<file path="src/rtl/mesi_isc_broad_cntl_n.sv">
// Broadcast controller: pops snoop entries, snoops every CPU except the originator, then enables the originator.
// All outputs registered; a stalled broadcast is aborted after ACK_TIMEOUT quiet cycles.
module mesi_isc_broad_cntl_n #(
  parameter int N_CPUS           = 4,
  parameter int CBUS_CMD_WIDTH   = 3,
  parameter int BROAD_TYPE_WIDTH = 2,
  parameter int BROAD_ID_WIDTH   = 5,
  parameter int ACK_TIMEOUT      = 255,
  parameter int CPU_ID_WIDTH     = $clog2(N_CPUS)
) (
  input  logic                               clk,
  input  logic                               rst,
  input  logic [N_CPUS-1:0]                  cbus_ack_array_i,
  input  logic                               fifo_status_empty_i,
  input  logic                               fifo_status_full_i,
  input  logic [BROAD_TYPE_WIDTH-1:0]        broad_snoop_type_i,
  input  logic [CPU_ID_WIDTH-1:0]            broad_snoop_cpu_id_i,
  input  logic [BROAD_ID_WIDTH-1:0]          broad_snoop_id_i,
  output logic [N_CPUS*CBUS_CMD_WIDTH-1:0]   cbus_cmd_array_o,
  output logic                               broad_fifo_rd_o,
  output logic                               busy_o,
  output logic [BROAD_ID_WIDTH-1:0]          cur_broad_id_o,
  output logic                               timeout_o,
  output logic                               drop_o
);

  localparam logic [CBUS_CMD_WIDTH-1:0] CMD_WR_SNOOP = CBUS_CMD_WIDTH'(1);
  localparam logic [CBUS_CMD_WIDTH-1:0] CMD_RD_SNOOP = CBUS_CMD_WIDTH'(2);
  localparam logic [CBUS_CMD_WIDTH-1:0] CMD_EN_WR    = CBUS_CMD_WIDTH'(3);
  localparam logic [CBUS_CMD_WIDTH-1:0] CMD_EN_RD    = CBUS_CMD_WIDTH'(4);
  localparam int                        TW           = (ACK_TIMEOUT > 0) ? $clog2(ACK_TIMEOUT + 1) : 1;
  localparam logic [TW-1:0]             TO_LAST      = (ACK_TIMEOUT > 0) ? TW'(ACK_TIMEOUT - 1) : '0;
  localparam bit                        TO_EN        = (ACK_TIMEOUT != 0);

  typedef enum logic [1:0] {IDLE, SNOOP, ENABLE} state_t;

  state_t                state_q;
  logic [N_CPUS-1:0]     pend_q;
  logic [CPU_ID_WIDTH-1:0] orig_q;
  logic                  rd_q;
  logic [TW-1:0]         cnt_q;

  logic [N_CPUS-1:0]     pend_nxt;
  logic [N_CPUS-1:0]     pend_init;
  logic [N_CPUS-1:0]     orig_oh;
  logic                  orig_ack;
  logic                  honoured;
  logic                  to_hit;
  logic                  head_ok;
  logic                  head_rd;
  logic                  unused_full;

  assign unused_full = fifo_status_full_i;

  function automatic logic [N_CPUS*CBUS_CMD_WIDTH-1:0] fan(input logic [N_CPUS-1:0] m,
                                                           input logic [CBUS_CMD_WIDTH-1:0] c);
    fan = '0;
    for (int k = 0; k < N_CPUS; k++)
      if (m[k]) fan[k*CBUS_CMD_WIDTH +: CBUS_CMD_WIDTH] = c;
  endfunction

  always_comb begin
    pend_nxt = pend_q & ~cbus_ack_array_i;
    orig_oh  = '0;
    orig_oh[orig_q] = 1'b1;
    orig_ack = cbus_ack_array_i[orig_q];
    honoured = ((state_q == SNOOP) && |(cbus_ack_array_i & pend_q)) ||
               ((state_q == ENABLE) && orig_ack);
    // Fires on the edge where the quiet-cycle count would reach ACK_TIMEOUT.
    to_hit   = TO_EN && !honoured && (cnt_q == TO_LAST);
    head_rd  = (broad_snoop_type_i == BROAD_TYPE_WIDTH'(2));
    head_ok  = ((broad_snoop_type_i == BROAD_TYPE_WIDTH'(1)) || head_rd) &&
               (int'(broad_snoop_cpu_id_i) < N_CPUS);
    pend_init = '0;
    for (int k = 0; k < N_CPUS; k++)
      pend_init[k] = (k != int'(broad_snoop_cpu_id_i));
  end

  always_ff @(posedge clk) begin
    if (!rst) begin
      state_q          <= IDLE;
      pend_q           <= '0;
      orig_q           <= '0;
      rd_q             <= 1'b0;
      cnt_q            <= '0;
      cbus_cmd_array_o <= '0;
      broad_fifo_rd_o  <= 1'b0;
      busy_o           <= 1'b0;
      cur_broad_id_o   <= '0;
      timeout_o        <= 1'b0;
      drop_o           <= 1'b0;
    end else begin
      broad_fifo_rd_o <= 1'b0;
      timeout_o       <= 1'b0;
      drop_o          <= 1'b0;
      case (state_q)
        IDLE: begin
          // The pop lands at the end of the rd cycle, so the head is not re-sampled then.
          if (!fifo_status_empty_i && !broad_fifo_rd_o) begin
            broad_fifo_rd_o <= 1'b1;
            cur_broad_id_o  <= broad_snoop_id_i;
            orig_q          <= broad_snoop_cpu_id_i;
            rd_q            <= head_rd;
            if (head_ok) begin
              state_q          <= SNOOP;
              busy_o           <= 1'b1;
              pend_q           <= pend_init;
              cnt_q            <= '0;
              cbus_cmd_array_o <= fan(pend_init, head_rd ? CMD_RD_SNOOP : CMD_WR_SNOOP);
            end else begin
              drop_o <= 1'b1;
            end
          end
        end
        SNOOP: begin
          if (to_hit) begin
            state_q          <= IDLE;
            busy_o           <= 1'b0;
            pend_q           <= '0;
            cnt_q            <= '0;
            cbus_cmd_array_o <= '0;
            timeout_o        <= 1'b1;
          end else begin
            pend_q <= pend_nxt;
            if (pend_nxt == '0) begin
              state_q          <= ENABLE;
              cnt_q            <= '0;
              cbus_cmd_array_o <= fan(orig_oh, rd_q ? CMD_EN_RD : CMD_EN_WR);
            end else begin
              cbus_cmd_array_o <= fan(pend_nxt, rd_q ? CMD_RD_SNOOP : CMD_WR_SNOOP);
              cnt_q            <= honoured ? '0 : ((&cnt_q) ? cnt_q : cnt_q + 1'b1);
            end
          end
        end
        ENABLE: begin
          if (orig_ack || to_hit) begin
            state_q          <= IDLE;
            busy_o           <= 1'b0;
            pend_q           <= '0;
            cnt_q            <= '0;
            cbus_cmd_array_o <= '0;
            timeout_o        <= !orig_ack;
          end else begin
            cnt_q <= (&cnt_q) ? cnt_q : cnt_q + 1'b1;
          end
        end
        default: state_q <= IDLE;
      endcase
    end
  end

endmodule

</file>
<file path="config.mk">
export PLATFORM = sky130hd
export DESIGN_NAME = mesi_isc_broad_cntl_n
export DESIGN_NICKNAME = d
export VERILOG_FILES = /design/src/rtl/mesi_isc_broad_cntl_n.sv
export SDC_FILE = /design/constraint.sdc
export NUM_CORES = 1
export LEC_CHECK = 0
export ABC_AREA = 1
export CAP_MARGIN = 5
export CORE_MARGIN = 8
export CORE_UTILIZATION = 52
export CTS_BUF_LIST = sky130_fd_sc_hd__clkbuf_4 sky130_fd_sc_hd__clkbuf_8
export DETAILED_ROUTE_END_ITERATION = 12
export PLACE_DENSITY = 0.74
export SYNTH_ARGS = -nofsm -noshare
export SYNTH_HDL_FRONTEND = slang
export SYNTH_SLANG_ARGS = --single-unit
</file>
<file path="constraint.sdc">
create_clock -name clk -period 2.2 [get_ports clk]
set_clock_uncertainty 0.05 [all_clocks]
set_input_delay 0.44 -clock clk [delete_from_list [all_inputs] [get_ports clk]]
set_output_delay 0.44 -clock clk [all_outputs]
set_load 0.005 [all_outputs]
</file>
==> out/summary.txt, run 1 <==
Starting Density - 52.9%
Pin count of the biggest net entering global routing - 22
Final Cycle Share - 90.5%
TritonCTS Buffers - 5
Outcome - finished, final reports clean
Synth unique cells - 30
Syn Nets - 390
Met1 Usage GRT - 21.1%
Die area - 0.00674 mm²
Drt pass-1 iters - 5
Fin crit period - 1.99 ns
Initial antenna violation count - 0
Vias in the first global route - 2,179
Root Driver - clkbuf_8
Drc violations - 0
CP startpoint kind - input port
Post-route setup TNS - 0 ns
Post-synthesis sequential area ratio - 33.5%
Post-synth top cells - nand2_1 (96), nor2_1 (55), inv_1 (46)
Least-Margin Pin Slew - 0.462 ns
Post-synth top area share - 33.5%
Clk buf depth - 2
Worst-skew pair later-pin latency - 0.29 ns
Worst vdd rail ir drop - 0.583 mV
First-pass GRT wire length - 9.50 mm
Rel. slew slack - 69.0%
R2R setup slack - 0.39 ns
H-Tree Level Count - 2
Final Setup Violations - 0
DP HPWL - 4.16 mm
Leak Pwr - 0.00125 µW
Max_cap viols - 0
Worst R2R Path Depth - 10
PD cells - 983 mW/mm²
FF-to-FF End - pend_q[2]
Final net count - 435
Kind of critical path - input port to register
Fin area - 0.00290 mm²
Placed cell areas - 0.00275 mm²
CTS Hold Bufs - 0
Global-route usage over all layers - 17.7%
Synth Register Bits - 38
First DRT Iteration DRCs - 176
Worst r2r src - state_q[1]
Boundary Pins - 38
Synth area leaders - dfxtp_1 (33%), nand2_1 (16%), nor2_1 (9.1%)
Register clock-pin slew on the reported worst setup and hold paths - 0.08 ns
Slew Viols, Final - 0
Top-count cell post-synth - nand2_1
Met2 usage - 29.7%
Yosys warning total - 0
CP Capture Point - cnt_q[0]
Netlist Area Pre-Place - 0.00227 mm²
Number of synthesized flops with an enable pin - 0
Grt peak-use layer - met2
Drt wl/cell - 11.7 µm
Final hold vios - 0
DIE WIDTH - 82.1 µm
Critical Path Source - broad_snoop_type_i[0]
Drt total wl - 5.45 mm
Syn Area/Cell - 6.21 µm²
RSZ-0062 raised after global routing - false
Top FF cell, synth - dfxtp_1
Met3 Use GR - 5.41%
Vias per cell - 5.05
Worst Setup End Kind - register
Synth-to-Final Area Change - 27.4%
Worst EP required - 2.37 ns
I/O Buffers - 36
Worst hold path type - register to register
Share of synthesized registers carrying an async set or reset - 0%
Yosys top cell by area - dfxtp_1
Worst path arrival time - 2.16 ns
CTS tree - yes
Via Count - 2,345
Post-route ant nets - 0
Grt ovf - 0
# diodes - 0
Final Wtd Congestion - 0.914
Critical Path Fanout Max - 5
Ratio of cells with drive above 1 in the final layout - 8.25%
CTS Sinks - 38
Core area - 0.00429 mm²
Fmax - 502 MHz
Syn Inst Count - 366
Die Y - 82.1 µm
Row cnt - 24
timing repair:
action | in CTS | in global routing
buffers inserted | 0 | 0
endpoints found under the setup margin | 0 | 3
gates resized for setup | 0 | 1
power by group:
group / internal, µW / switching, µW / leakage (µW)
Clock: 454 / 261 / 0.0000683
Combinational: 519 / 708 / 0.000875
Sequential: 814 / 88.1 / 0.000311
Total: 1790 / 1060 / 0.00125
kinds of logic after synthesis:
family                   Yosys count  synth area share (%)
AND/OR/NAND/NOR                  193                  36.8
AO/OA/AOI/OAI                     64                  14.2
buffers and inverters             62                  10.8
flip-flops                        38                  33.5
adder cells (fa/ha/maj)            7                  3.85
XOR/XNOR                           2                 0.771
worst max-delay path: stages:
cell and delay, ns:
clkdlybuf4s50_1 0.45, inv_1 0.04, ha_1 0.30, nand2_1 0.09, o21ai_0 0.09, inv_1 0.09, nand3_2 0.13, inv_1 0.12
o21ai_0 0.09, a21oi_1 0.13, nand2_1 0.07, a21oi_1 0.13
flip-flops by register name, summed over array words and instances (netlist names), 2 cells and up:
name              count
cur_broad_id_o        5
state_q               2
orig_q                2
cbus_cmd_array_o     12
cnt_q                 8
pend_q                4
per-stage QoR:
stage               std cells  util, %  setup slack, ns  hold slack, ns  power, µW
floorplan                 366        -            0.422           0.410       1660
global placement          456     64.1          -0.0875           0.403       2110
detailed placement        456     64.1           -0.156           0.404       2130
CTS                       464     67.3            0.155           0.417       2860
global route              464     67.4           0.0118           0.441       3060
finish                    464     67.4            0.209           0.414       2840
final cells by class:
class / instances / area, µm²
Tap cell: 52 / 65.1
Sequential cell: 38 / 761
Multi-Input combinational cell: 266 / 1270
Timing Repair Buffer: 49 / 470
Clock buffer: 5 / 68.8
Clock inverter: 3 / 68.8
Inverter: 51 / 191
Fill cell: 393 / 1400
metal layers:
layer,part of all wire (%),routed length [µm]
met1,45,2480
met4,1.3,70
met5,0,0
met2,45,2460
met3,8.1,442
worst min-delay path by stage:
stage | from | end | slack, ns | cells past startpoint
5_1_grt | cbus_cmd_array_o[8] | cbus_cmd_array_o[8] | 0.44 | 2
3_3_place_gp | cbus_cmd_array_o[5] | cbus_cmd_array_o[5] | 0.40 | 2
6_report | cbus_cmd_array_o[10] | cbus_cmd_array_o[10] | 0.41 | 2
4_1_cts | cbus_cmd_array_o[10] | cbus_cmd_array_o[10] | 0.42 | 2
2_1_floorplan | cbus_cmd_array_o[10] | cbus_cmd_array_o[10] | 0.41 | 2
3_5_place_dp | cbus_cmd_array_o[10] | cbus_cmd_array_o[10] | 0.40 | 2
cell usage in the layout, fill, tap and decap left out, types with 3 or more instances in the layout:
master           count
nand2_1             96
o21ai_0             28
buf_4               12
nor2_1              55
inv_1               46
clkdlybuf4s50_1     36
dfxtp_1             38
clkinv_1             3
nand3_1             24
ha_1                 7
clkbuf_8             5
a21oi_1             34
nor3_1               4
(Power assumes the default switching activity.)
==> run 2, diff against run 1 <==
--- a/config.mk
+++ b/config.mk
@@ -9,7 +9,6 @@
 export CAP_MARGIN = 5
 export CORE_MARGIN = 8
 export CORE_UTILIZATION = 52
-export CTS_BUF_LIST = sky130_fd_sc_hd__clkbuf_4 sky130_fd_sc_hd__clkbuf_8
 export DETAILED_ROUTE_END_ITERATION = 12
 export PLACE_DENSITY = 0.74
 export SYNTH_ARGS = -nofsm -noshare
==> results of run 2 <==
Same layout as run 1: the final DEF is identical, and so are final timing and power.
==> run 3, diff against run 2 <==
--- a/config.mk
+++ b/config.mk
@@ -5,12 +5,12 @@
 export SDC_FILE = /design/constraint.sdc
 export NUM_CORES = 1
 export LEC_CHECK = 0
-export ABC_AREA = 1
+export ABC_CLOCK_PERIOD_IN_PS = 2200
 export CAP_MARGIN = 5
 export CORE_MARGIN = 8
 export CORE_UTILIZATION = 52
 export DETAILED_ROUTE_END_ITERATION = 12
-export PLACE_DENSITY = 0.74
+export PLACE_DENSITY = 0.79
 export SYNTH_ARGS = -nofsm -noshare
 export SYNTH_HDL_FRONTEND = slang
 export SYNTH_SLANG_ARGS = --single-unit
==> run 3 against run 2 <==
Synthesized cell count down 29%; critical path depth down 4; sequential cell count unchanged; sequential share of layout area down 1.5 points; via count down 1.9%; clock power down 18%; register-to-register slack worse by 0.28 ns; first-iteration DRC count down 20%; cell count down 19%; critical path type is now register to register; highest routed layer unchanged.
==> out/summary.txt, run 3 <==
Worst R2R Path Depth - 8 (was 10)
Hold Crit Depth - 2 (unchanged)
Via Count - 2,301 (was 2,345)
Placed cell areas - 0.00281 mm² (was 0.00275 mm²)
Die Y - 81.2 µm (was 82.1 µm)
Worst-skew pair later-pin latency - 0.30 ns (was 0.29 ns)
CP Capture Point - cnt_q[0] (unchanged)
Core area - 0.00406 mm² (was 0.00429 mm²)
Slew Viols, Final - 0 (unchanged)
Largest register FFs - 12 (unchanged)
Synth-to-Final Area Change - 38.9% (was 27.4%)
Syn Nets - 285 (was 390)
Fin area - 0.00307 mm² (was 0.00290 mm²)
Post-route ant nets - 0 (unchanged)
Final Setup Violations - 0 (unchanged)
Most common cell after layout, fill and taps aside - dfxtp_1 (was nand2_1)
Synth unique cells - 48 (was 30)
Post-route setup TNS - 0 ns (unchanged)
Max_cap viols - 0 (unchanged)
Post-synth top cells - dfxtp_1 (38), nand2_1 (25), a21oi_1 (20), nor2_1 (20) (was nand2_1 (96), nor2_1 (55), inv_1 (46))
R2R setup slack - 0.11 ns (was 0.39 ns)
First-pass GRT wire length - 10.3 mm (was 9.50 mm)
Fmax - 478 MHz (was 502 MHz)
Vias per cell - 6.15 (was 5.05)
Post-synth top area share - 34.4% (was 33.5%)
Root Driver - clkbuf_8 (unchanged)
Worst path arrival time - 2.28 ns (was 2.16 ns)
Least-Margin Pin Slew - 0.418 ns (was 0.462 ns)
Most frequent cells in the layout - dfxtp_1 (38), clkdlybuf4s50_1 (30), buf_4 (29) (was nand2_1 (96), nor2_1 (55), inv_1 (46))
TritonCTS Buffers - 5 (unchanged)
H-Tree Level Count - 2 (unchanged)
Drt wl/cell - 17.5 µm (was 11.7 µm)
Fin crit period - 2.09 ns (was 1.99 ns)
FF-to-FF End - cnt_q[0] (was pend_q[2])
Critical Path Fanout Max - 6 (was 5)
Final hold vios - 0 (unchanged)
CTS Sinks - 38 (unchanged)
Initial antenna violation count - 0 (unchanged)
Yosys warning total - 0 (unchanged)
Final Wtd Congestion - 0.950 (was 0.914)
Hold slack - 0.416 ns (was 0.414 ns)
Drc violations - 0 (unchanged)
Top-count cell post-synth - dfxtp_1 (was nand2_1)
Vias in the first global route - 2,147 (was 2,179)
Ratio of cells with drive above 1 in the final layout - 21.6% (was 8.25%)
Outcome - finished, final reports clean (unchanged)
First DRT Iteration DRCs - 141 (was 176)
Netlist Area Pre-Place - 0.00221 mm² (was 0.00227 mm²)
Yosys top cell by area - dfxtp_1 (unchanged)
Synth Register Bits - 38 (unchanged)
Post-route setup slack - 0.107 ns (was 0.209 ns)
DP HPWL - 4.68 mm (was 4.16 mm)
Clk buf depth - 2 (unchanged)
Share of synthesized registers carrying an async set or reset - 0% (unchanged)
Worst r2r src - state_q[0] (was state_q[1])
Post-synthesis sequential area ratio - 34.4% (was 33.5%)
Post-Place Worst Slack - -0.451 ns (was -0.156 ns)
Kind of critical path - register to register (was input port to register)
Worst vdd rail ir drop - 0.938 mV (was 0.583 mV)
Drt total wl - 6.54 mm (was 5.45 mm)
Pin count of the biggest net entering global routing - 27 (was 22)
Critical Path Source - state_q[0] (was broad_snoop_type_i[0])
CP startpoint kind - register (was input port)
Worst EP required - 2.39 ns (was 2.37 ns)
# diodes - 0 (unchanged)
Drt pass-1 iters - 4 (was 5)
Boundary Pins - 38 (unchanged)
Syn Area/Cell - 8.47 µm² (was 6.21 µm²)
Global-route usage over all layers - 19.7% (was 17.7%)
Final Cycle Share - 95.2% (was 90.5%)
Die area - 0.00659 mm² (was 0.00674 mm²)
Largest register by flop count - cbus_cmd_array_o (unchanged)
Dpl cells - 362 (was 456)
Number of synthesized flops with an enable pin - 0 (unchanged)
Rel. slew slack - 71.9% (was 69.0%)
CTS tree - yes (unchanged)
Worst Setup End Kind - register (unchanged)
Register clock-pin slew on the reported worst setup and hold paths - 0.08 ns (about the same)
Starting Density - 54.5% (was 52.9%)
Top FF cell, synth - dfxtp_1 (unchanged)
RSZ-0062 raised after global routing - false (unchanged)
Synth area leaders - dfxtp_1 (34%), mux2i_1 (5.4%), a21oi_1 (4.5%) (was dfxtp_1 (33%), nand2_1 (16%), nor2_1 (9.1%))
Worst hold path type - register to register (unchanged)
Row cnt - 23 (was 24)
PD cells - 1170 mW/mm² (was 983 mW/mm²)
Grt ovf - 0 (unchanged)
Leak Pwr - 0.00123 µW (was 0.00125 µW)
I/O Buffers - 36 (unchanged)
Biggest regs - cbus_cmd_array_o: 12 flops, cnt_q: 8 flops, cur_broad_id_o: 5 flops (unchanged)
Post-Layout Cell Count - 374 (was 464)
Syn Inst Count - 261 (was 366)
Final net count - 347 (was 435)
DIE WIDTH - 81.2 µm (was 82.1 µm)
-- run 3: cell families after synthesis --
| kind of cell | count (synthesis) | synth area share (%) |
|---|---|---|
| buf+inv | 26 | 5.04 |
| flops | 38 | 34.4 |
| simple gates | 94 | 21.9 |
| fa+ha+maj | 7 | 3.96 |
| compound gates | 83 | 28.3 |
| mux | 13 | 6.46 |
-- run 3: how the worst min path moves through the flow --
stage / slack, ns / end / from
after floorplan: 0.40 / busy_o / busy_o
after CTS: 0.42 / busy_o / busy_o
after global routing: 0.44 / busy_o / busy_o
after global placement: 0.40 / busy_o / busy_o
after detailed placement: 0.40 / busy_o / busy_o
final: 0.42 / busy_o / busy_o
-- run 3: cell type report --
cell class              instances  area [µm²]
inverters                      11        41.3
fillers                       301         988
multi-input cells             198        1450
well taps                      50        62.6
clock inverters                 1        30.0
repair buffers                 69         647
clock buffers                   7        76.3
flip-flops and latches         38         761
-- run 3: power breakdown --
part / internal, µW / switching, µW
Combinational: 942 / 1090
Sequential: 857 / 124
Clock: 339 / 247
-- run 3: through the flow --
| stage | utilization, % | total power [µW] |
|---|---|---|
| after floorplan | - | 2050 |
| after global placement | 69.2 | 2740 |
| after detailed placement | 69.2 | 2760 |
| after CTS | 71.9 | 3370 |
| after global routing | 75.6 | 3810 |
| final | 75.6 | 3600 |
-- run 3: timing repair --
| action | in CTS | in global routing |
|---|---|---|
| cloned | 0 | 1 |
| setup buffers | 0 | 3 |
| pin swaps | 0 | 7 |
| endpoints found under the setup margin | 14 | 25 |
| resized for setup | 2 | 27 |
| hold buffers | 0 | 0 |
-- run 3: metal layers --
layer / part of all wire [%] / global-route usage (%)
met5: 0 / 0
met2: 49 / 31.8
met3: 4.6 / 4.97
met4: 2.6 / 9.64
met1: 43 / 23.9
-- run 3: critical path: stages, from the launching register on --
cell and delay, ns:
dfxtp_1 0.35, inv_1 0.09, ha_2 0.22, nand2_1 0.06, o22a_2 0.26, and3_1 0.27, buf_4 0.17, o41ai_2 0.37
a22o_1 0.19
